**config.mk**
```make
export PLATFORM = sky130hd
export DESIGN_NAME = seed_drop_sequencer
export DESIGN_NICKNAME = d
export VERILOG_FILES = /design/src/rtl/seed_drop_sequencer_pkg.sv /design/src/rtl/seed_drop_sequencer_timer.sv /design/src/rtl/seed_drop_sequencer.sv
export SDC_FILE = /design/constraint.sdc
export NUM_CORES = 1
export LEC_CHECK = 0
export BUFFER_PORTS_ARGS = -buffer_cell sky130_fd_sc_hd__buf_4
export CAP_MARGIN = 5
export CORE_UTILIZATION = 50
export CTS_CLUSTER_DIAMETER = 120
export DETAILED_ROUTE_END_ITERATION = 8
export MAX_ROUTING_LAYER = met4
export PLACE_DENSITY = 0.74
export SKIP_CTS_REPAIR_TIMING = 1
export SLEW_MARGIN = 40
export SYNTH_ARGS = -nofsm -noshare
export SYNTH_HDL_FRONTEND = slang
export SYNTH_SLANG_ARGS = --single-unit
```
**constraint.sdc**
```tcl
create_clock -name clk -period 3.8 [get_ports clk]
set_clock_uncertainty 0.2 [all_clocks]
set_input_delay 0.76 -clock clk [delete_from_list [all_inputs] [get_ports clk]]
set_output_delay 0.76 -clock clk [all_outputs]
set_load 0.01 [all_outputs]
```
**src/rtl/seed_drop_sequencer_pkg.sv**
```systemverilog
// ---------------------------------------------------------------------------
// seed_seq_pkg
// Shared definitions for the seed drop sequencer:
//   - seq_state_e         : 3-bit FSM state encoding (IDLE..FAULT)
//   - drop_timeout_cycles : converts a clock frequency and a millisecond
//                           timeout into a clock-cycle count
// ---------------------------------------------------------------------------
package seed_seq_pkg;

  typedef enum logic [2:0] {
    ST_IDLE   = 3'd0,
    ST_ARM    = 3'd1,
    ST_METER  = 3'd2,
    ST_SETTLE = 3'd3,
    ST_CLOSE  = 3'd4,
    ST_DONE   = 3'd5,
    ST_FAULT  = 3'd6
  } seq_state_e;

  // Metering timeout expressed in clock cycles.
  function automatic logic [31:0] drop_timeout_cycles(input int unsigned clock_freq,
                                                      input int unsigned timeout_ms);
    return 32'((clock_freq / 32'd1000) * timeout_ms);
  endfunction

endpackage

```
**src/rtl/seed_drop_sequencer_timer.sv**
```systemverilog
// ---------------------------------------------------------------------------
// seq_timer
// Loadable 32-bit down counter with a terminal-count flag. Shared by the
// metering timeout and the settle wait.
// Ports:
//   clk, rst_n  : clock, asynchronous active-low reset
//   load        : load load_val (takes precedence over run)
//   run         : decrement by one per cycle, holding at zero
//   load_val    : value to load
//   expired     : count has reached zero
// ---------------------------------------------------------------------------
module seq_timer (
  input  logic        clk,
  input  logic        rst_n,
  input  logic        load,
  input  logic        run,
  input  logic [31:0] load_val,
  output logic        expired
);

  logic [31:0] count_q;
  logic [31:0] count_d;

  // Next count: load wins, otherwise count down and stick at zero.
  always_comb begin
    count_d = count_q;
    if (load) begin
      count_d = load_val;
    end else if (run && (count_q != 32'd0)) begin
      count_d = count_q - 32'd1;
    end else begin
      count_d = count_q;
    end
  end

  // Count register.
  always_ff @(posedge clk or negedge rst_n) begin
    if (!rst_n) begin
      count_q <= 32'd0;
    end else begin
      count_q <= count_d;
    end
  end

  assign expired = (count_q == 32'd0);

endmodule

```
**src/rtl/seed_drop_sequencer.sv**
```systemverilog
// ---------------------------------------------------------------------------
// seed_drop_sequencer
// Per-hole controller: opens a counting window, runs the metering motor until
// the counter reports its target or a timeout expires, lets seeds settle and
// closes the window. Reports completion, short holes and sensor faults.
//
// Optional feature macro: SEQ_RETRY_EN -- on a metering timeout, retry up to
// MAX_RETRIES extra times before declaring a short hole.
//
// Ports:
//   clk, rst_n        : clock, asynchronous active-low reset
//   enable            : sequencer enable; low in FAULT clears the fault
//   hole_ready        : pulse, robot positioned over a hole
//   abort             : terminate the current hole immediately
//   target_reached    : counter reached its target
//   sensor_error      : counter sensor fault
//   start_counting    : 1-cycle pulse, open counting window
//   stop_counting     : 1-cycle pulse, close counting window
//   meter_motor_on    : metering motor drive (gated off by abort)
//   busy              : not IDLE
//   hole_done         : 1-cycle pulse, hole completed
//   hole_short        : with hole_done, target not reached
//   hole_aborted      : 1-cycle pulse, hole ended via abort
//   fault             : in FAULT
//   state             : current state encoding
//   short_hole_count  : saturating short-hole counter
// ---------------------------------------------------------------------------
module seed_drop_sequencer
  import seed_seq_pkg::*;
#(
  parameter int unsigned CLOCK_FREQ      = 50000000,
  parameter int unsigned DROP_TIMEOUT_MS = 2000,
  parameter int unsigned SETTLE_CYCLES   = 5000,
  parameter int unsigned MAX_RETRIES     = 2
) (
  input  logic        clk,
  input  logic        rst_n,
  input  logic        enable,
  input  logic        hole_ready,
  input  logic        abort,
  input  logic        target_reached,
  input  logic        sensor_error,
  output logic        start_counting,
  output logic        stop_counting,
  output logic        meter_motor_on,
  output logic        busy,
  output logic        hole_done,
  output logic        hole_short,
  output logic        hole_aborted,
  output logic        fault,
  output logic [2:0]  state,
  output logic [15:0] short_hole_count
);

  localparam logic [31:0] DROP_TIMEOUT_CYCLES = drop_timeout_cycles(CLOCK_FREQ, DROP_TIMEOUT_MS);
  localparam logic [31:0] DROP_M1   = DROP_TIMEOUT_CYCLES - 32'd1;
  localparam logic [31:0] SETTLE_M1 = (SETTLE_CYCLES > 32'd0) ? 32'(SETTLE_CYCLES - 32'd1) : 32'd0;

  seq_state_e state_q, state_d;
  logic       short_q, short_d;
  logic       aborted_q, aborted_d;
  logic       first_q, first_d;
  logic       start_q, start_d;
  logic       stop_q, stop_d;
  logic       motor_q, motor_d;
  logic       busy_q, busy_d;
  logic       done_q, done_d;
  logic       hshort_q, hshort_d;
  logic       habort_q, habort_d;
  logic       fault_q, fault_d;
  logic [15:0] cnt_q, cnt_d;
`ifdef SEQ_RETRY_EN
  logic [7:0] retries_q, retries_d;
`endif

  logic        tmr_load;
  logic        tmr_run;
  logic [31:0] tmr_val;
  logic        tmr_expired;

  seq_timer u_timer (
    .clk      (clk),
    .rst_n    (rst_n),
    .load     (tmr_load),
    .run      (tmr_run),
    .load_val (tmr_val),
    .expired  (tmr_expired)
  );

  // Next-state, flag and registered-output decode.
  always_comb begin
    state_d   = state_q;
    short_d   = short_q;
    aborted_d = aborted_q;
    tmr_load  = 1'b0;
    tmr_run   = 1'b0;
    tmr_val   = DROP_M1;
`ifdef SEQ_RETRY_EN
    retries_d = retries_q;
`endif

    case (state_q)
      ST_IDLE: begin
        if (hole_ready && enable) begin
          state_d = ST_ARM;
        end else begin
          state_d = ST_IDLE;
        end
      end
      ST_ARM: begin
        short_d   = 1'b0;
        aborted_d = 1'b0;
`ifdef SEQ_RETRY_EN
        retries_d = 8'd0;
`endif
        if (abort) begin
          aborted_d = 1'b1;
          state_d   = ST_CLOSE;
        end else begin
          tmr_load = 1'b1;
          tmr_val  = DROP_M1;
          state_d  = ST_METER;
        end
      end
      ST_METER: begin
        tmr_run = 1'b1;
        if (abort) begin
          aborted_d = 1'b1;
          state_d   = ST_CLOSE;
        end else if (sensor_error) begin
          state_d = ST_FAULT;
        end else if (target_reached && !first_q) begin
          // The counter still shows the previous hole's target on the
          // first METER cycle, hence the first_q qualifier.
          tmr_load = 1'b1;
          tmr_val  = SETTLE_M1;
          state_d  = ST_SETTLE;
        end else if (tmr_expired) begin
`ifdef SEQ_RETRY_EN
          if (retries_q < 8'(MAX_RETRIES)) begin
            retries_d = retries_q + 8'd1;
            tmr_load  = 1'b1;
            tmr_val   = DROP_M1;
            state_d   = ST_METER;
          end else begin
            short_d  = 1'b1;
            tmr_load = 1'b1;
            tmr_val  = SETTLE_M1;
            state_d  = ST_SETTLE;
          end
`else
          short_d  = 1'b1;
          tmr_load = 1'b1;
          tmr_val  = SETTLE_M1;
          state_d  = ST_SETTLE;
`endif
        end else begin
          state_d = ST_METER;
        end
      end
      ST_SETTLE: begin
        tmr_run = 1'b1;
        if (abort) begin
          aborted_d = 1'b1;
          state_d   = ST_CLOSE;
        end else if (sensor_error) begin
          state_d = ST_FAULT;
        end else if (tmr_expired) begin
          state_d = ST_CLOSE;
        end else begin
          state_d = ST_SETTLE;
        end
      end
      ST_CLOSE: begin
        if (aborted_q) begin
          aborted_d = 1'b0;
          state_d   = ST_IDLE;
        end else begin
          state_d = ST_DONE;
        end
      end
      ST_DONE: begin
        state_d = ST_IDLE;
      end
      ST_FAULT: begin
        if (!enable) begin
          state_d = ST_IDLE;
        end else begin
          state_d = ST_FAULT;
        end
      end
      default: begin
        state_d = ST_IDLE;
      end
    endcase

    // Outputs are decoded from the next state so they line up with the
    // state register on the following cycle.
    first_d  = (state_q == ST_ARM);
    start_d  = (state_d == ST_ARM);
    stop_d   = (state_d == ST_CLOSE) || ((state_d == ST_FAULT) && (state_q != ST_FAULT));
    motor_d  = (state_d == ST_METER);
    busy_d   = (state_d != ST_IDLE);
    done_d   = (state_d == ST_DONE);
    hshort_d = (state_d == ST_DONE) && short_d;
    habort_d = (state_d == ST_CLOSE) && aborted_d;
    fault_d  = (state_d == ST_FAULT);
    if ((state_d == ST_DONE) && short_d && (cnt_q != 16'hFFFF)) begin
      cnt_d = cnt_q + 16'd1;
    end else begin
      cnt_d = cnt_q;
    end
  end

  // State, flags and registered outputs.
  always_ff @(posedge clk or negedge rst_n) begin
    if (!rst_n) begin
      state_q   <= ST_IDLE;
      short_q   <= 1'b0;
      aborted_q <= 1'b0;
      first_q   <= 1'b0;
      start_q   <= 1'b0;
      stop_q    <= 1'b0;
      motor_q   <= 1'b0;
      busy_q    <= 1'b0;
      done_q    <= 1'b0;
      hshort_q  <= 1'b0;
      habort_q  <= 1'b0;
      fault_q   <= 1'b0;
      cnt_q     <= 16'd0;
`ifdef SEQ_RETRY_EN
      retries_q <= 8'd0;
`endif
    end else begin
      state_q   <= state_d;
      short_q   <= short_d;
      aborted_q <= aborted_d;
      first_q   <= first_d;
      start_q   <= start_d;
      stop_q    <= stop_d;
      motor_q   <= motor_d;
      busy_q    <= busy_d;
      done_q    <= done_d;
      hshort_q  <= hshort_d;
      habort_q  <= habort_d;
      fault_q   <= fault_d;
      cnt_q     <= cnt_d;
`ifdef SEQ_RETRY_EN
      retries_q <= retries_d;
`endif
    end
  end

  assign start_counting   = start_q;
  assign stop_counting    = stop_q;
  // abort must cut the motor in the very cycle it is asserted.
  assign meter_motor_on   = motor_q & ~abort;
  assign busy             = busy_q;
  assign hole_done        = done_q;
  assign hole_short       = hshort_q;
  assign hole_aborted     = habort_q;
  assign fault            = fault_q;
  assign state            = state_q;
  assign short_hole_count = cnt_q;

endmodule

```
Word-level counts from Yosys, hierarchy flattened
Cells that the tools add are included.

operators by class
  add/subtract/negate cells = 2
  multipliers = 0
  divide/modulo/power cells = 0
  $lt $le $gt $ge = 0
  eq/ne operators = 12
  shifts and indexed selects = 0
  multiplexer cells = 34
  bitwise logic cells = 2
  reduce and logical (&&, ||, !) cells = 15

operator list
  kind                   count
  $mux 27                5
  $mux 32                2
  $logic_not 32->1       1
  $reduce_bool 32->1     1
  $sub 32x1->32 const B  1
  $mux 3                 8
  $pmux 3 s6             1
  $add 16x1->16 const B  1
  $ne 16x16->1 const B   1
  $eq 3x3->1 const B     5
  $mux 1                 15
  $eq 3x2->1 const B     3
  $logic_and 1x1->1      7
  $eq 3x1->1 const B     2
  $pmux 1 s2             2
  $logic_not 3->1        1
  $ne 3x3->1 const B     1
  $pmux 1 s3             1
  $reduce_bool 3->1      1
  $reduce_bool 2->1      1
  $reduce_or 2->1        1
  $and 1x1->1            1
  $logic_not 1->1        1
  $logic_or 1x1->1       1
  $not 1->1              1

word-level totals
  bits in registers = 62
  bits in latches = 0
  bits in writable memories = 0
  memory bits (read-only) = 0
  input port bits = 7
  output and inout port bits = 27
  logic and storage cells = 79
  memories kept = 0

Logic depth before layout (Yosys ltp)
  word-level depth = 9
  gate-level depth with buffers = 9

Cells and area by module
From an unflattened synthesis, not the netlist that was laid out.

second synthesis, totals
  cell total of the unflattened synthesis = 364
  area, all modules = 3520.9 um^2

modules (own cells, without submodules)
  module               instances  cells an instance  area each (um^2)
  seq_timer            1          234                2067.0
  seed_drop_sequencer  1          130                1453.9

Worst setup path before layout
OpenSTA, ideal clock, no wires.

  kind = register to register
  from = reg u_timer.count_q[16]
  to = reg busy_q, in the netlist busy
  library setup time = 0.131 ns
  arrival time = 2.652 ns
  data required time = 3.469 ns
  setup slack = 0.817 ns
  cell stages (with the launch flop) = 8
  buffers on the path = 1
  clock period less this slack = 2.983 ns
  cells stage by stage = dfrtp_1 > or4_4 > or4b_4 > or4_1 > buf_4 > nand2_8 > o311ai_4 > or3_1

between the ends
  longest elaborated chain between the ends = 7
  elaborated cells between the ends (all ways) = 10

RTL lines
  what                      line                             source
  start: declaration        seed_drop_sequencer_timer.sv:21  logic [31:0] count_q;
  start signal: assignment  seed_drop_sequencer_timer.sv:41  count_q <= count_d;
  $logic_not 32->1 *        seed_drop_sequencer_timer.sv:45  assign expired = (count_q == 32'd0);
  $mux 1                    seed_drop_sequencer.sv:138       end else if (tmr_expired) begin
  $mux 1                    seed_drop_sequencer.sv:132       end else if (target_reached && !first_q) begin
  $mux 3                    seed_drop_sequencer.sv:130       end else if (sensor_error) begin
  $mux 3                    seed_drop_sequencer.sv:127       if (abort) begin
  $pmux 3 s6 *              seed_drop_sequencer.sv:102       case (state_q)
  via state_d[0]            seed_drop_sequencer.sv:59        seq_state_e state_q, state_d;
  $reduce_bool 3->1 *       seed_drop_sequencer.sv:203       busy_d = (state_d != ST_IDLE);
  via busy_d                seed_drop_sequencer.sv:66        logic busy_q, busy_d;
  end signal: assignment    seed_drop_sequencer.sv:242       busy_q <= busy_d;
  end: declaration          seed_drop_sequencer.sv:66

The timed path passes the listed nets; every way through them passes the cells marked *.
A chain may end at the register's enable or synchronous reset.

Final worst setup path
  from = reg u_timer.count_q[18]
  to = reg u_timer.count_q[15]

between the ends
  longest elaborated chain between the ends = 7
  elaborated cells between the ends (all ways) = 15

RTL lines
  what                                          line
  $logic_not 32->1                              seed_drop_sequencer_timer.sv:45
  $mux 1 or $mux 27 (tied branches)             seed_drop_sequencer.sv:138
  $mux 1 or $mux 27 (tied branches)             seed_drop_sequencer.sv:132
  $mux 1 or $mux 27 (tied branches)             seed_drop_sequencer.sv:130
  $mux 1 or $mux 27 (tied branches)             seed_drop_sequencer.sv:127
  $pmux 1 s2 or $mux 27 (tied branches)         n/a
  $mux 32 or $reduce_bool 2->1 (tied branches)  n/a

Several ways; a longest one is shown, not always the timed one.

==> results.txt <==
----------------------------------------------------
[Status]
  Result of the run ... complete, no violations

[Clock network]
  Maximum clock path buffer count ... 2
  CTS H-tree lvls ... 3
  Clock Root Buffer ... sky130_fd_sc_hd__clkbuf_8
  TritonCTS clock tree ... built
  Clock-pin transition on the worst setup and hold timing paths ... 0.07 ns
  Worst-Skew Late Latency ... 0.35 ns
  CTS Sinks ... 62
  Number of CTS-inserted buffers ... 9

[Floorplan]
  Core Rows ... 28
  Full die area ... 6810 um^2
  Die H ... 82.5 um
  Initial core utilization ... 53.2%
  Width of the chip ... 82.5 um
  I/O pin cnt ... 34
  Area of the placeable core ... 6100 um^2

[Placement]
  Dpl hpwl ... 5.00 mm
  Weighted congestion reported at the end of routability-driven placement ... 0.887
  Worst setup slack after placement ... 0.594 ns
  Input/output buffers ... 33

[Setup path]
  Peak per-stage delay on the critical path ... 0.69 ns
  Arrival time at the worst endpoint ... 3.26 ns
  CP bufs+invs ... 0
  Most Frequent Cell on Critical Path ... sky130_fd_sc_hd__a21oi_1
  Family with the most delay on the worst path ... simple AND/OR/NAND/NOR gates
  Startpoint of the worst register-to-register path ... u_timer.count_q[18]$_DFFE_PN0P_
  Kind of launch point of the worst setup path ... flop
  Crit path max fanout ... 5
  Reg2Reg Capture Point ... u_timer.count_q[15]$_DFFE_PN0P_
  R2r setup slk ... 0.58 ns
  Worst reg-to-reg path cell count ... 6
  CP Data Required Time ... 3.84 ns
  Cells along the critical path ... or4_4 -> or4b_4 -> or4_1 -> a21oi_1 -> a21oi_1 -> o21a_1
  CP Capture Type ... flop
  CP Class ... flop to flop
  Slowest cell on the critical path ... sky130_fd_sc_hd__or4_1

[Synthesis]
  Mean post-synth cell area ... 9.46 um^2
  Post-synth cell types ... 50
  Post-Syn Area ... 3240 um^2
  Post-Syn Instances ... 343
  Register area share after synthesis ... 47.8%
  Warnings, synthesis ... 0
  Most area-consuming cells after synthesis ... sky130_fd_sc_hd__dfrtp_1, sky130_fd_sc_hd__xnor2_1, sky130_fd_sc_hd__nor3_1, sky130_fd_sc_hd__nor2_1, sky130_fd_sc_hd__nand3_1
  Leading register cell type out of synthesis ... sky130_fd_sc_hd__dfrtp_1
  Fraction of post-synthesis cell area in the top cell type by area ... 47.8%
  Nets in the synthesized netlist ... 353
  Post-synthesis sequential element count ... 62
  EDFF count, synth ... 0
  Share of flip-flops with an asynchronous set or reset ... 100%
  Cell type with the highest aggregate area in the netlist ... sky130_fd_sc_hd__dfrtp_1

[Timing]
  Achievable Freq ... 0.311 GHz
  Setup repair after global routing missed its margin ... false
  Worst-Margin Slew ... 0.728 ns
  Period Utilization, post-route ... 84.7%
  Crit path time final ... 3.22 ns
  Max-slew violation count ... 0
  Max-slew headroom ... 51.4%
  Final count of negative-setup-slack endpoints ... 0
  Setup tns final ... 0 ns
  Hold violation total from the final report ... 0
  Worst Setup Slack, final ... 0.581 ns

[Global route]
  GR Overflow Total ... 0
  First-pass GRT wire length ... 12.3 mm
  Largest net degree at the start of global routing ... 63
  Number of global-route vias before repair ... 2581
  Number of antenna violations at the first check in global routing ... 0
  All-Layer GR Usage ... 25.4%

[Detailed routing]
  Via/cell ratio ... 5.99
  Drt total wl ... 7.36 mm
  Remaining design rule violation count ... 0
  Initial DRC Count ... 164
  Total via count in the routed design ... 2749
  Number of detailed-route iterations in the first pass ... 7
  Routed length per instance ... 16.0 um
  Antenna Violating Nets Remaining ... 0

[Run]
  Maximum capacitance violations ... 0

[Pwr]
  Maximum vdd ir drop ... 0.340 mV
  Power density relative to cell area ... 566 nW/um^2
  Leak Pwr ... 1.61 nW

[Final layout]
  Leading cell type in the layout, fill and taps excluded ... sky130_fd_sc_hd__dfrtp_1
  Proportion of layout cells with a drive suffix above 1 ... 16.7%
  Net count, final ... 389
  Commonest cells after routing, fill and taps aside ... sky130_fd_sc_hd__dfrtp_1, sky130_fd_sc_hd__nor2_1, sky130_fd_sc_hd__buf_4
  Layout area overhead ... 15.6%
  ANT cells ... 0

[Min path]
  Worst hold path class ... input port to asynchronous set/reset pin

----------------------------------------------------
==> where the power goes <==
| part | total (W) | internal [W] | switching [W] |
|---|---|---|---|
| sequential | 0.000977 | 0.000807 | 0.000171 |
| combinational | 0.000581 | 0.000243 | 0.000338 |
| clock | 0.000564 | 0.000300 | 0.000264 |
==> worst reg2reg max path: stages, from the launching register on <==
cell and delay (ns):
sky130_fd_sc_hd__dfrtp_1 0.41, sky130_fd_sc_hd__or4_4 0.56, sky130_fd_sc_hd__or4b_4 0.52, sky130_fd_sc_hd__or4_1 0.69
sky130_fd_sc_hd__a21oi_1 0.44, sky130_fd_sc_hd__a21oi_1 0.10, sky130_fd_sc_hd__o21a_1 0.20
==> cell type report <==
class	count	area [um^2]
clock buffers	10	128
clock inverters	6	62.6
fillers	522	2350
inverters	13	48.8
multi-input cells	257	1590
flip-flops and latches	62	1550
well taps	75	93.8
repair buffers	36	274
==> how the worst max path moves through the flow <==
stage / to / start / cells after the start
2_1_floorplan: busy$_DFF_PN0_ / u_timer.count_q[16]$_DFFE_PN0P_ / 7
3_3_place_gp: u_timer.count_q[15]$_DFFE_PN0P_ / u_timer.count_q[16]$_DFFE_PN0P_ / 6
3_5_place_dp: u_timer.count_q[15]$_DFFE_PN0P_ / u_timer.count_q[16]$_DFFE_PN0P_ / 6
4_1_cts: u_timer.count_q[15]$_DFFE_PN0P_ / u_timer.count_q[18]$_DFFE_PN0P_ / 6
5_1_grt: u_timer.count_q[15]$_DFFE_PN0P_ / u_timer.count_q[16]$_DFFE_PN0P_ / 6
6_report: u_timer.count_q[15]$_DFFE_PN0P_ / u_timer.count_q[18]$_DFFE_PN0P_ / 6
==> cell usage after synthesis (all sizes together), types with 2 or more instances <==
master	count
nor2	39
o21ai	9
dfrtp	62
o311ai	2
or4b	2
and3	5
nand3	18
nor3	30
or2	2
a211o	4
a31oi	5
xnor2	21
clkbuf	7
inv	13
a211oi	6
nand2	22
nand4	7
buf	4
or4	9
or3	10
mux2	2
o21a	7
ha	3
nor4	14
nor2b	5
xor2	6
a21oi	12
nand2b	4
==> state kept, by name (all words and copies together) (netlist names) <==
signal and flops:
aborted_q 1, busy 1, fault 1, first_q 1
hole_aborted 1, hole_done 1, hole_short 1, motor_q 1
short_hole_count 16, short_q 1, start_counting 1, state 3
stop_counting 1, u_timer.count_q 32
==> routing by layer <==
layer / part of all wire [%] / GRT usage [%] / vias to the layer above
met5: 0 / - / -
met4: 2.3 / 14.3 / 0
met3: 5.1 / 5.27 / 15
met2: 47 / 35.9 / 89
met1: 46 / 33.8 / 1336
li1: - / - / 1309
==> cells by family after synthesis <==
family	share of synthesized area, %
simple gates	28.1
flops	47.8
compound gates	11.7
xor+xnor	7.29
buf+inv	3.16
fa+ha+maj	1.16
mux	0.694
==> through the flow <==
step	hold slack [ns]	cell area (um^2)	power, W	cells	util, %
2_1_floorplan	0.254	3240	0.00136	343	-
3_3_place_gp	0.274	3550	0.00154	443	58.3
3_5_place_dp	0.298	3560	0.00156	443	58.3
4_1_cts	0.306	3750	0.00213	459	61.5
5_1_grt	0.228	3750	0.00227	459	61.5
6_report	0.170	3750	0.00212	459	61.5
(Power assumes the default switching activity.)
